[src/rtl/dac_mux_scheduler.sv]
// Round-robin scheduler that shares one 8-bit DAC across NCH sample-and-hold
// channels, driven from a host-writable per-channel code register file.
module dac_mux_scheduler #(
    parameter int NCH        = 4,
    parameter int SETTLE_CYC = 8,
    parameter int CHW        = $clog2(NCH)
) (
    input  logic           clk,
    input  logic           rst_n,
    input  logic           enable,
    input  logic           wr_valid,
    output logic           wr_ready,
    input  logic [CHW-1:0] wr_ch,
    input  logic [7:0]     wr_code,
    output logic [7:0]     dac_code,
    output logic [NCH-1:0] sh_strobe,
    output logic [CHW-1:0] cur_ch,
    output logic           busy,
    output logic           frame_done
);

    typedef enum logic [1:0] {
        IDLE   = 2'd0,
        LOAD   = 2'd1,
        SETTLE = 2'd2,
        HOLD   = 2'd3
    } state_t;

    localparam int             DEPTH       = 2 ** CHW;
    localparam logic [7:0]     SETTLE_LAST = 8'(SETTLE_CYC - 1);
    localparam logic [CHW-1:0] LAST_CH     = CHW'(NCH - 1);

    state_t         state_r, state_nx_s;
    logic [7:0]     settle_cnt_r, settle_cnt_nx_s;
    logic [CHW-1:0] cur_ch_r, cur_ch_nx_s;
    logic [7:0]     dac_code_r, dac_code_nx_s;
    logic [NCH-1:0] sh_strobe_r, sh_strobe_nx_s;
    logic           frame_done_r, frame_done_nx_s;
    logic           busy_r;
    logic           wr_ready_r;
    logic           wr_fire_s;
    logic           wr_in_range_s;
    logic           bypass_s;
    logic [7:0]     code_r [DEPTH];

    // Out-of-range channels are still handshaken but never stored.
    assign wr_fire_s     = wr_valid && wr_ready_r;
    assign wr_in_range_s = int'(wr_ch) < NCH;
    assign bypass_s      = wr_fire_s && (wr_ch == cur_ch_r);

    assign wr_ready   = wr_ready_r;
    assign dac_code   = dac_code_r;
    assign sh_strobe  = sh_strobe_r;
    assign cur_ch     = cur_ch_r;
    assign busy       = busy_r;
    assign frame_done = frame_done_r;

    // Host write port: code register file and the always-ready handshake.
    always_ff @(posedge clk or negedge rst_n) begin
        if (!rst_n) begin
            wr_ready_r <= 1'b0;
            for (int i = 0; i < DEPTH; i++) begin
                code_r[i] <= 8'h00;
            end
        end else begin
            wr_ready_r <= 1'b1;
            if (wr_fire_s && wr_in_range_s) begin
                code_r[wr_ch] <= wr_code;
            end
        end
    end

    // Scan state and registered DAC/strobe outputs.
    always_ff @(posedge clk or negedge rst_n) begin
        if (!rst_n) begin
            state_r      <= IDLE;
            settle_cnt_r <= 8'd0;
            cur_ch_r     <= '0;
            dac_code_r   <= 8'h00;
            sh_strobe_r  <= '0;
            frame_done_r <= 1'b0;
            busy_r       <= 1'b0;
        end else begin
            state_r      <= state_nx_s;
            settle_cnt_r <= settle_cnt_nx_s;
            cur_ch_r     <= cur_ch_nx_s;
            dac_code_r   <= dac_code_nx_s;
            sh_strobe_r  <= sh_strobe_nx_s;
            frame_done_r <= frame_done_nx_s;
            busy_r       <= (state_nx_s != IDLE);
        end
    end

    // Next-state logic; strobe and frame_done are computed one cycle ahead
    // so their registered copies line up with HOLD and the cycle after it.
    always_comb begin
        state_nx_s      = state_r;
        settle_cnt_nx_s = settle_cnt_r;
        cur_ch_nx_s     = cur_ch_r;
        dac_code_nx_s   = dac_code_r;
        sh_strobe_nx_s  = '0;
        frame_done_nx_s = 1'b0;
        case (state_r)
            IDLE: begin
                if (enable) begin
                    state_nx_s  = LOAD;
                    cur_ch_nx_s = '0;
                end else begin
                    state_nx_s  = IDLE;
                end
            end
            LOAD: begin
                state_nx_s      = SETTLE;
                settle_cnt_nx_s = 8'd0;
                if (bypass_s) begin
                    dac_code_nx_s = wr_code;
                end else begin
                    dac_code_nx_s = code_r[cur_ch_r];
                end
            end
            SETTLE: begin
                if (settle_cnt_r == SETTLE_LAST) begin
                    state_nx_s     = HOLD;
                    sh_strobe_nx_s = NCH'(1) << cur_ch_r;
                end else begin
                    settle_cnt_nx_s = settle_cnt_r + 8'd1;
                end
            end
            HOLD: begin
                if (cur_ch_r == LAST_CH) begin
                    frame_done_nx_s = 1'b1;
                    cur_ch_nx_s     = '0;
                    if (enable) begin
                        state_nx_s = LOAD;
                    end else begin
                        state_nx_s = IDLE;
                    end
                end else begin
                    cur_ch_nx_s = cur_ch_r + CHW'(1);
                    state_nx_s  = LOAD;
                end
            end
            default: begin
                state_nx_s = IDLE;
            end
        endcase
    end

endmodule

[config.mk]
export PLATFORM = sky130hd
export DESIGN_NAME = dac_mux_scheduler
export DESIGN_NICKNAME = d
export VERILOG_FILES = /design/src/rtl/dac_mux_scheduler.sv
export SDC_FILE = /design/constraint.sdc
export NUM_CORES = 1
export LEC_CHECK = 0
export ABC_AREA = 1
export BUFFER_PORTS_ARGS = -buffer_cell sky130_fd_sc_hd__buf_2
export CORE_UTILIZATION = 40
export DETAILED_ROUTE_END_ITERATION = 10
export GPL_TIMING_DRIVEN = 0
export PLACE_DENSITY = 0.69
export SLEW_MARGIN = 25
export SYNTH_ARGS = -nofsm -noshare
export SYNTH_HDL_FRONTEND = slang
export SYNTH_SLANG_ARGS = --single-unit
[constraint.sdc]
create_clock -name clk -period 1.3 [get_ports clk]
set_input_delay 0.39 -clock clk [delete_from_list [all_inputs] [get_ports clk]]
set_output_delay 0.39 -clock clk [all_outputs]
set_load 0.02 [all_outputs]
### Yosys cells after proc, flatten, opt, wreduce, memory -nomap -nowiden

Index checks and enable logic that the tools add are counted.

* add/sub/neg operators: 2
* magnitude comparators: 3
* equality and inequality tests: 8
* shifts and indexed selects: 1
* muxes and demuxes: 20
* bitwise operators: 2
* reductions and logical operators: 9

Operators by type and width (number)
* two-way mux 8 bit: 5
* bitwise mux 32 bit: 1
* binary-select mux 8 bit (select 2 bit): 1
* demux 8 bit (select 2 bit): 1
* case mux 8 bit (2 select lines): 1
* adder 8 x 1 -> 8 bit (second input constant): 1
* == test 8 x 3 -> 1 bit (second input constant): 1
* two-way mux 2 bit: 4
* two-way mux 4 bit: 2
* case mux 2 bit (4 select lines): 1
* == test 2 bit (second input constant): 3
* >= comparator 3 bit (second input constant): 2
* NOT 2 -> 3 bit: 2
* nonzero test 2 bit: 3
* != test 2 bit (second input constant): 2
* case mux 2 bit (2 select lines): 1
* AND reduction 2 bit: 2
* << shifter 1 x 2 -> 4 bit (first input constant): 1
* logical AND 1 bit: 3
* less-than comparator 3 x 1 -> 1 bit (second input constant): 1
* two-way mux 1 bit: 3
* adder 2 x 1 -> 2 bit (second input constant): 1
* == test 2 x 1 -> 1 bit (second input constant): 1
* == test 2 bit: 1
* zero test 2 bit: 1

* register bits: 59

### Depth between registers and ports, before layout

Gate-level depths: netlist (run 1).

* depth in word-level cells: 6
* gate-level depth with buffers: 10

### Worst setup path before layout (run 1)

No wires, ideal clock.

* kind: register to register
* from: register cur_ch_r[0], in the netlist cur_ch[0]
* to: register cur_ch_r[1], in the netlist cur_ch[1]
* data arrival time: 1.389 ns
* data required time: 1.171 ns
* setup slack: -0.218 ns
* stages on the path, launching flop included: 8
* buffers on the path: 3
* clock period less this slack: 1.518 ns
* cells stage by stage: dfrtp_1 -> buf_4 -> inv_2 -> buf_4 -> buf_6 -> ha_1 -> nand3_1 -> o21ai_0

* longest elaborated chain between the ends: 3

RTL lines
* from (decl): RTL line 35 `logic [CHW-1:0] cur_ch_r, cur_ch_nx_s;`
* from (signal assigned): RTL line 86 `cur_ch_r <= cur_ch_nx_s;`
* adder 2 x 1 -> 2 bit / == test 2 bit (equally long branches): RTL line 139, 130
* two-way mux 2 bit (*): RTL line 130 `if (cur_ch_r == LAST_CH) begin`
* case mux 2 bit (2 select lines) (*): RTL line 103 `case (state_r)`

Mark *: on every way between the ends. The rest lies on a longest branch, timed or not.
A chain may end at the register's enable or synchronous reset.

### Final worst setup path (run 1)

* from: register cur_ch_r[0], in the netlist cur_ch[0]
* to: register dac_code_r[5], in the netlist dac_code[5]

* longest elaborated chain between the ends: 5

RTL lines
* NOT 2 -> 3 bit (implied by the code): RTL line 118 `dac_code_nx_s = code_r[cur_ch_r];`
* binary-select mux 8 bit (select 2 bit): RTL line 118
* two-way mux 8 bit (implied by the code) (2 in series): RTL line 118
* two-way mux 8 bit (*): RTL line 115 `if (bypass_s) begin`
* to (signal assigned): RTL line 87 `dac_code_r <= dac_code_nx_s;`
* to (decl): RTL line 36 `logic [7:0] dac_code_r, dac_code_nx_s;`

Mark *: on every way between the ends. The rest lies on a longest branch, timed or not. The select of a mux whose other input is x is not followed.

==> summary.md, run 1 <==
| Metric | Value |
|---|---|
| Status | `finished with violations` |
| Failing checks | `negative setup slack` |
| Most used flip-flop cell after synthesis | `dfrtp_1` |
| Vias in the first global route | `2,276` |
| Critical path's top delay family | `simple AND/OR/NAND/NOR gates` |
| Post-synthesis register bit count | `between 50 and 60` |
| Worst r2r src | `cur_ch[0]` |
| Final hold vios | `0` |
| Area delta synth->final | `36.1%` |
| Yosys cell types | `24` |
| CTS Buffer Depth | `2` |
| Count leader, synth | `nand2_1` |
| Crit. End Element | `flop` |
| Power Dens Cells | `1870 nW/µm²` |
| Post-Route WL | `7.30 mm` |
| Worst path max stage delay | `between 0.4 and 0.5 ns` |
| IO buf count | `30` |
| Yosys Warn Count | `0` |
| Rows | `30` |
| Layout Nets | `437` |
| CTS Buf Count | `9` |
| FF-to-FF path depth | `8` |
| CTS Root Cell | `clkbuf_8` |
| Die ar. | `7480 µm²` |
| Antenna cells | `0` |
| WL/cell | `approximately 14 µm` |
| Slowest stage cell, crit path | `dfrtp_2` |
| Total global-route track usage | `between 15 and 20%` |
| Ranking of synthesized cells by area | `dfrtp_1, nand2_1, nand3_1, o21ai_0, ha_1` |
| Gpl congestion | `0.816` |
| Top-Level Pins | `31` |
| Max Fclk | `between 0.7 and 0.8 GHz` |
| Drc violations | `0` |
| Drt via density | `roughly 5` |
| Final setup fails | `11` |
| Synth Area per Inst | `about 8.1 µm²` |
| Crit path max fanout | `5` |
| DR vias | `about 2,600` |
| TritonRoute pass-1 iters | `5` |
| Worst relative slew slack | `between 50% and 60%` |
| Global route overflow | `0` |
| Reg-to-Reg End | `dac_code[5]` |
| Async SR Flop Fraction | `100%` |
| Unrepaired setup endpoints after global routing | `yes` |
| R2r setup slk | `-0.07 ns` |
| Clock skew | `around 0.0089 ns` |
| Fin crit period | `about 1.4 ns` |
| Largest net degree at the start of global routing | `60` |
| CP cell instances | `buf_6, nand2_1, nand2_2, nor2_4, buf_6, nand3_2, nand3_2, nand2_1` |
| Worst skew pair latency | `around 0.34 ns` |
| HP Class | `in2async` |
| Syn Std Cell Area | `2860 µm²` |
| Initial antenna violation count | `0` |
| Area leader, netlist | `dfrtp_1` |
| Post-route ant nets | `0` |
| Final setup slack of the worst path | `-0.0678 ns` |
| Placeable Area | `roughly 6800 µm²` |
| CP Launch Type | `flop` |
| Post-synth EDFFs | `0` |
| Layout cells sized above 1 | `around a third` |
| Most frequent cells after synthesis | `nand2_1, dfrtp_1, nand3_1, inv_1, o21ai_0` |
| Die height | `between 80 and 90 µm` |
| Slew @ Worst Pin | `approximately 0.74 ns` |
| First-pass GRT wire length | `approximately 11 mm` |
| Max-Cap Viols | `0` |
| WP data arrival | `about 1.6 ns` |
| Initial core utilization | `41.8%` |
| Required @ worst endpoint | `between 1.5 and 2 ns` |
| Fin Setup TNS | `-0.429 ns` |
| CP bufs+invs | `2` |
| HPWL after DPL | `between 4 and 5 mm` |
| Die Wd | `86.5 µm` |
| Post-layout util | `around 57%` |
| Yosys top cell area share | `about 52%` |
| Sequential share of the synthesized area | `roughly 52%` |
| CTS Sinks | `about 60` |
| Setup CP Type | `reg2reg` |
| Worst-path clk slew | `0.07 ns` |
| Syn Nets | `roughly 370` |
| VDD IR max | `about 0.0010 V` |
| Initial DRC Count | `roughly 170` |
| Cells after Synth | `between 300 and 400` |
| P_leak | `between 1.5 and 2 nW` |
| Final max-slew violation count | `0` |
| H-tree level count | `3` |
| Period utilization | `105%` |
| TritonCTS clock tree | `yes` |
[cells by family (layout without fill, tap and decap cells)]
| group | Yosys count | count (layout) | share of synthesized area, % |
|---|---|---|---|
| and+or+nand+nor | 200 | 200 | 29.6 |
| DFF | 59 | 59 | 51.7 |
| buffers and inverters | 43 | 111 | 6.75 |
| AOI/OAI and AO/OA | 39 | 39 | 7.89 |
| adders and majority gates | 9 | 9 | 3.94 |
| other | 1 | 1 | 0.131 |
[worst max path at each step]
stage / from / end / slack [ns] / cells after the start
3_5_place_dp: state_r[0] / settle_cnt_r[7] / -0.23 / 7
2_1_floorplan: cur_ch[0] / cur_ch[1] / -0.04 / 7
3_3_place_gp: rst_n / cur_ch[1] / -0.37 / 1
6_report: cur_ch[0] / dac_code[5] / -0.07 / 8
4_1_cts: cur_ch[0] / dac_code[7] / -0.03 / 10
5_1_grt: cur_ch[1] / dac_code[5] / -0.13 / 8
[final cells by class]
class | count | area (µm²)
multi-input combinational | 249 | 1450
clock inverter | 2 | 10.0
timing repair buffer | 53 | 408
buffer | 11 | 120
tap | 96 | 120
fill | 611 | 2950
sequential | 59 | 1480
clock buffer | 14 | 163
inverter | 31 | 131
[through the flow]
step | setup slack (ns) | instance area (µm²) | std cells | total power (W) | hold WS, ns
2_1_floorplan | -0.0449 | 2880 | 351 | 0.00410 | 0.0944
4_1_cts | -0.0295 | 3510 | 503 | 0.00662 | 0.140
5_1_grt | -0.135 | 3880 | 515 | 0.00777 | 0.162
3_5_place_dp | -0.234 | 3160 | 477 | 0.00475 | 0.465
3_3_place_gp | -0.368 | 3150 | 477 | 0.00467 | 0.464
6_report | -0.0678 | 3880 | 515 | 0.00727 | 0.104
[flip-flops by register name, summed over array words and instances (netlist names)]
register      cells
state_r           2
busy              1
sh_strobe         4
frame_done        1
wr_ready          1
cur_ch            2
code_r           32
dac_code          8
settle_cnt_r      8
[timing repair]
| action | in CTS | in global routing |
|---|---|---|
| buffers inserted | 11 | 10 |
| pin swaps | 12 | 26 |
| resized for setup | 28 | 61 |
| gates cloned | 0 | 2 |
| endpoints found under the setup margin | 42 | 52 |
| hold buffers | 0 | 0 |
[layout by cell type (no fill, tap or decap), types with 2 or more instances in the layout]
cell type  instances
clkinv_2           2
nand3_2           17
nor2_4             3
nor2_1            15
nand2_1          119
buf_8              2
o21ai_0           24
nand3_4            3
a21oi_1            6
nand2_4            5
dfrtp_2            3
clkbuf_8          11
ha_4               5
clkbuf_16          2
a21oi_2            2
nand4_1            3
buf_4             22
dfrtp_1           56
inv_2              2
ha_1               3
o21bai_1           2
clkbuf_1           3
buf_6             12
inv_1             26
buf_2             24
nand3_1           27
nor2_2             2
nand2_2            4
[metal layers]
layer	share of wire [%]	global-route usage [%]
met1	43	24.6
met2	50	32.9
met3	3.8	5.43
met5	0	0
met4	3.2	7.42
[power breakdown]
part,internal [W],switching [W],leakage [nW]
Clock,0.000792,0.000713,0.0905
Combinational,0.00143,0.00178,1.12
Sequential,0.00226,0.000295,0.742
Total,0.00448,0.00279,1.95
No activity file was read; power rests on OpenSTA's default activity.
==> run 2: changes to the inputs <==
--- a/config.mk
+++ b/config.mk
@@ -7,10 +7,10 @@
 export LEC_CHECK = 0
 export ABC_AREA = 1
 export BUFFER_PORTS_ARGS = -buffer_cell sky130_fd_sc_hd__buf_2
-export CORE_UTILIZATION = 40
+export CORE_UTILIZATION = 52
 export DETAILED_ROUTE_END_ITERATION = 10
 export GPL_TIMING_DRIVEN = 0
-export PLACE_DENSITY = 0.69
+export PLACE_DENSITY = 0.81
 export SLEW_MARGIN = 25
 export SYNTH_ARGS = -nofsm -noshare
 export SYNTH_HDL_FRONTEND = slang
==> summary.md, run 2 (synthesis gave the netlist of run 1 again) <==
| Metric | Value |
|---|---|
| Status | `finished with violations (unchanged)` |
| Failing checks | `negative setup slack (unchanged)` |
| Drt via density | `5.44 (was 5.00)` |
| CTS Sinks | `59 (unchanged)` |
| Most common cell after layout, fill and taps aside | `nand2_1 (unchanged)` |
| Overall Power | `0.00767 W (was 0.00727 W)` |
| CP Launch Type | `flop (unchanged)` |
| CTS Root Cell | `clkbuf_8 (unchanged)` |
| Post-route ant nets | `0 (unchanged)` |
| Fin Setup TNS | `-0.938 ns (was -0.429 ns)` |
| Slew @ Worst Pin | `0.744 ns (was 0.741 ns)` |
| H-tree level count | `3 (unchanged)` |
| Die Wd | `76.1 µm (was 86.5 µm)` |
| Antenna cells | `0 (unchanged)` |
| Final setup slack of the worst path | `-0.0803 ns (was -0.0678 ns)` |
| Most frequent CP cell | `nand2_2` |
| Power Dens Cells | `1930 nW/µm² (was 1870 nW/µm²)` |
| Post-Layout Inst Area | `3980 µm² (was 3880 µm²)` |
| Max Fclk | `0.724 GHz (was 0.731 GHz)` |
| Layout cells sized above 1 | `38.7% (was 31.7%)` |
| Non-Filler Instances | `491 (was 515)` |
| CP startpoint | `cur_ch[0] (unchanged)` |
| Dpl ws | `-0.240 ns (was -0.234 ns)` |
| CP bufs+invs | `4 (was 2)` |
| Final max-slew violation count | `0 (unchanged)` |
| Max FFs per register | `32 (unchanged)` |
| Setup CP Type | `reg2reg (unchanged)` |
| Top-Level Pins | `31 (unchanged)` |
| Worst Setup EP | `dac_code[2] (was dac_code[5])` |
| Worst relative slew slack | `50.4% (was 50.6%)` |
| Total global-route track usage | `27.6% (was 19.8%)` |
| IO buf count | `30 (unchanged)` |
| Crit path max fanout | `5 (unchanged)` |
| Cts hold-fix bufs | `0 (unchanged)` |
| Clock skew | `0.00667 ns (was 0.00888 ns)` |
| Global route overflow | `0 (unchanged)` |
| Area after DPL | `3120 µm² (was 3160 µm²)` |
| Area delta synth->final | `39.2% (was 36.1%)` |
| Reg-to-Reg End | `dac_code[2] (was dac_code[5])` |
| Worst r2r src | `cur_ch[0] (unchanged)` |
| Die ar. | `5790 µm² (was 7480 µm²)` |
| Commonest cells after routing, fill and taps aside | `nand2_1, dfrtp_1, nand3_2, inv_1, buf_4 (was nand2_1, dfrtp_1, nand3_1, inv_1)` |
| HPWL after DPL | `4.25 mm (was 4.47 mm)` |
| Worst path max stage delay | `0.42 ns (was 0.44 ns)` |
| Period utilization | `106% (was 105%)` |
| HP Class | `in2async (unchanged)` |
| Layout Nets | `439 (was 437)` |
| TritonCTS clock tree | `yes (unchanged)` |
| CTS Buffer Depth | `2 (unchanged)` |
| Gpl congestion | `0.877 (was 0.816)` |
| Critical path depth in cells | `10 (was 8)` |
| TritonRoute pass-1 iters | `4 (was 5)` |
| Final setup fails | `26 (was 11)` |
| FF-to-FF path depth | `10 (was 8)` |
| Critical path's top delay family | `buffers and inverters (was simple AND/OR/NAND/NOR gates)` |
| R2r setup slk | `-0.08 ns (was -0.07 ns)` |
| Drc violations | `0 (unchanged)` |
| WP data arrival | `1.62 ns (was 1.60 ns)` |
| Final hold vios | `0 (unchanged)` |
| Vias in the first global route | `2,564 (was 2,276)` |
| Largest Register | `code_r (unchanged)` |
| Post-Route WL | `7.97 mm (was 7.30 mm)` |
| P_leak | `2.00 nW (was 1.95 nW)` |
| Rows | `26 (was 30)` |
| Crit. End Element | `flop (unchanged)` |
| First-pass GRT wire length | `12.3 mm (was 11.2 mm)` |
| CTS Buf Count | `9 (unchanged)` |
| Placeable Area | `5200 µm² (was 6830 µm²)` |
| Register area | `1480 µm² (unchanged)` |
| Placed Instances | `451 (was 477)` |
| CP cell instances | `buf_6, inv_4, buf_8, buf_8, nand2_2, nand3_2, nand2_2, nand2_2, nand3_2, nand2_1 (was buf_6, nand2_1, nand2_2, nor2_4, buf_6, nand3_2, nand3_2, nand2_1)` |
| FILL cells | `366 (was 611)` |
| Max-Cap Viols | `0 (unchanged)` |
| Initial core utilization | `54.9% (was 41.8%)` |
| Slowest stage cell, crit path | `dfrtp_2 (unchanged)` |
| Required @ worst endpoint | `1.54 ns (was 1.53 ns)` |
| Initial antenna violation count | `0 (unchanged)` |
| Die height | `76.1 µm (was 86.5 µm)` |
| Worst-path clk slew | `0.07 ns (about the same)` |
| WL/cell | `16.2 µm (was 14.2 µm)` |
| Fin crit period | `1.38 ns (was 1.37 ns)` |
| Unrepaired setup endpoints after global routing | `yes (unchanged)` |
| Initial DRC Count | `161 (was 165)` |
| Largest net degree at the start of global routing | `60 (unchanged)` |
| Multi-input logic area | `1520 µm² (was 1450 µm²)` |
| Worst skew pair latency | `0.35 ns (was 0.34 ns)` |
| DR vias | `2,669 (was 2,575)` |
| VDD IR max | `0.00124 V (was 0.00101 V)` |
## run 2: worst min-delay path by stage
stage	start	to	slack, ns	cells after the start
5_1_grt	rst_n	frame_done	0.16	1
4_1_cts	rst_n	frame_done	0.13	1
3_5_place_dp	dac_code[7]	dac_code[7]	0.47	2
6_report	rst_n	frame_done	0.09	1
2_1_floorplan	rst_n	busy	0.09	0
3_3_place_gp	dac_code[4]	dac_code[4]	0.46	2
## run 2: repair_timing
action / CTS / global route
pin swaps: 16 / 33
gates resized for setup: 48 / 81
hold endpoints to repair: 0 / 0
gates cloned: 2 / 1
buffers inserted: 13 / 9
setup endpoints to repair: 50 / 58
## run 2: layer usage
metal  up-vias  global-route usage [%]  routed length, µm
met5         -                       0                  0
met4         0                    13.1                229
met3        25                    7.19                471
met2        94                    45.6               4130
met1      1294                    33.8               3130
li1       1256                       -                  -
## run 2: layout make-up
class | instances | area share, %
multi-input cells | 249 | 38.3
flip-flops and latches | 59 | 37.2
inverters | 31 | 3.18
clock inverters | 7 | 1.73
repair buffers | 55 | 11.3
plain buffers | 11 | 2.86
clock buffers | 9 | 3.12
well taps | 70 | 2.20
## run 2: worst reg2reg max path, cell delays in order (launching register included)
cell	delay [ns]
dfrtp_2	0.42
buf_6	0.14
inv_4	0.04
buf_8	0.13
buf_8	0.14
nand2_2	0.06
nand3_2	0.08
nand2_2	0.09
nand2_2	0.06
nand3_2	0.06
nand2_1	0.06
## run 2: power by group
| part | total (W) | internal, W | switching (W) |
|---|---|---|---|
| Sequential | 0.00259 | 0.00226 | 0.000331 |
| Clock | 0.00166 | 0.000876 | 0.000786 |
| Combinational | 0.00342 | 0.00149 | 0.00193 |
| Total | 0.00767 | 0.00463 | 0.00305 |
## run 2: stage by stage
step                      util (%)  hold WS, ns
final                         76.4       0.0903
after global routing          76.4        0.160
after CTS                     69.8        0.127
after detailed placement      60.0        0.468
after global placement        60.0        0.464
after floorplan                  -       0.0944
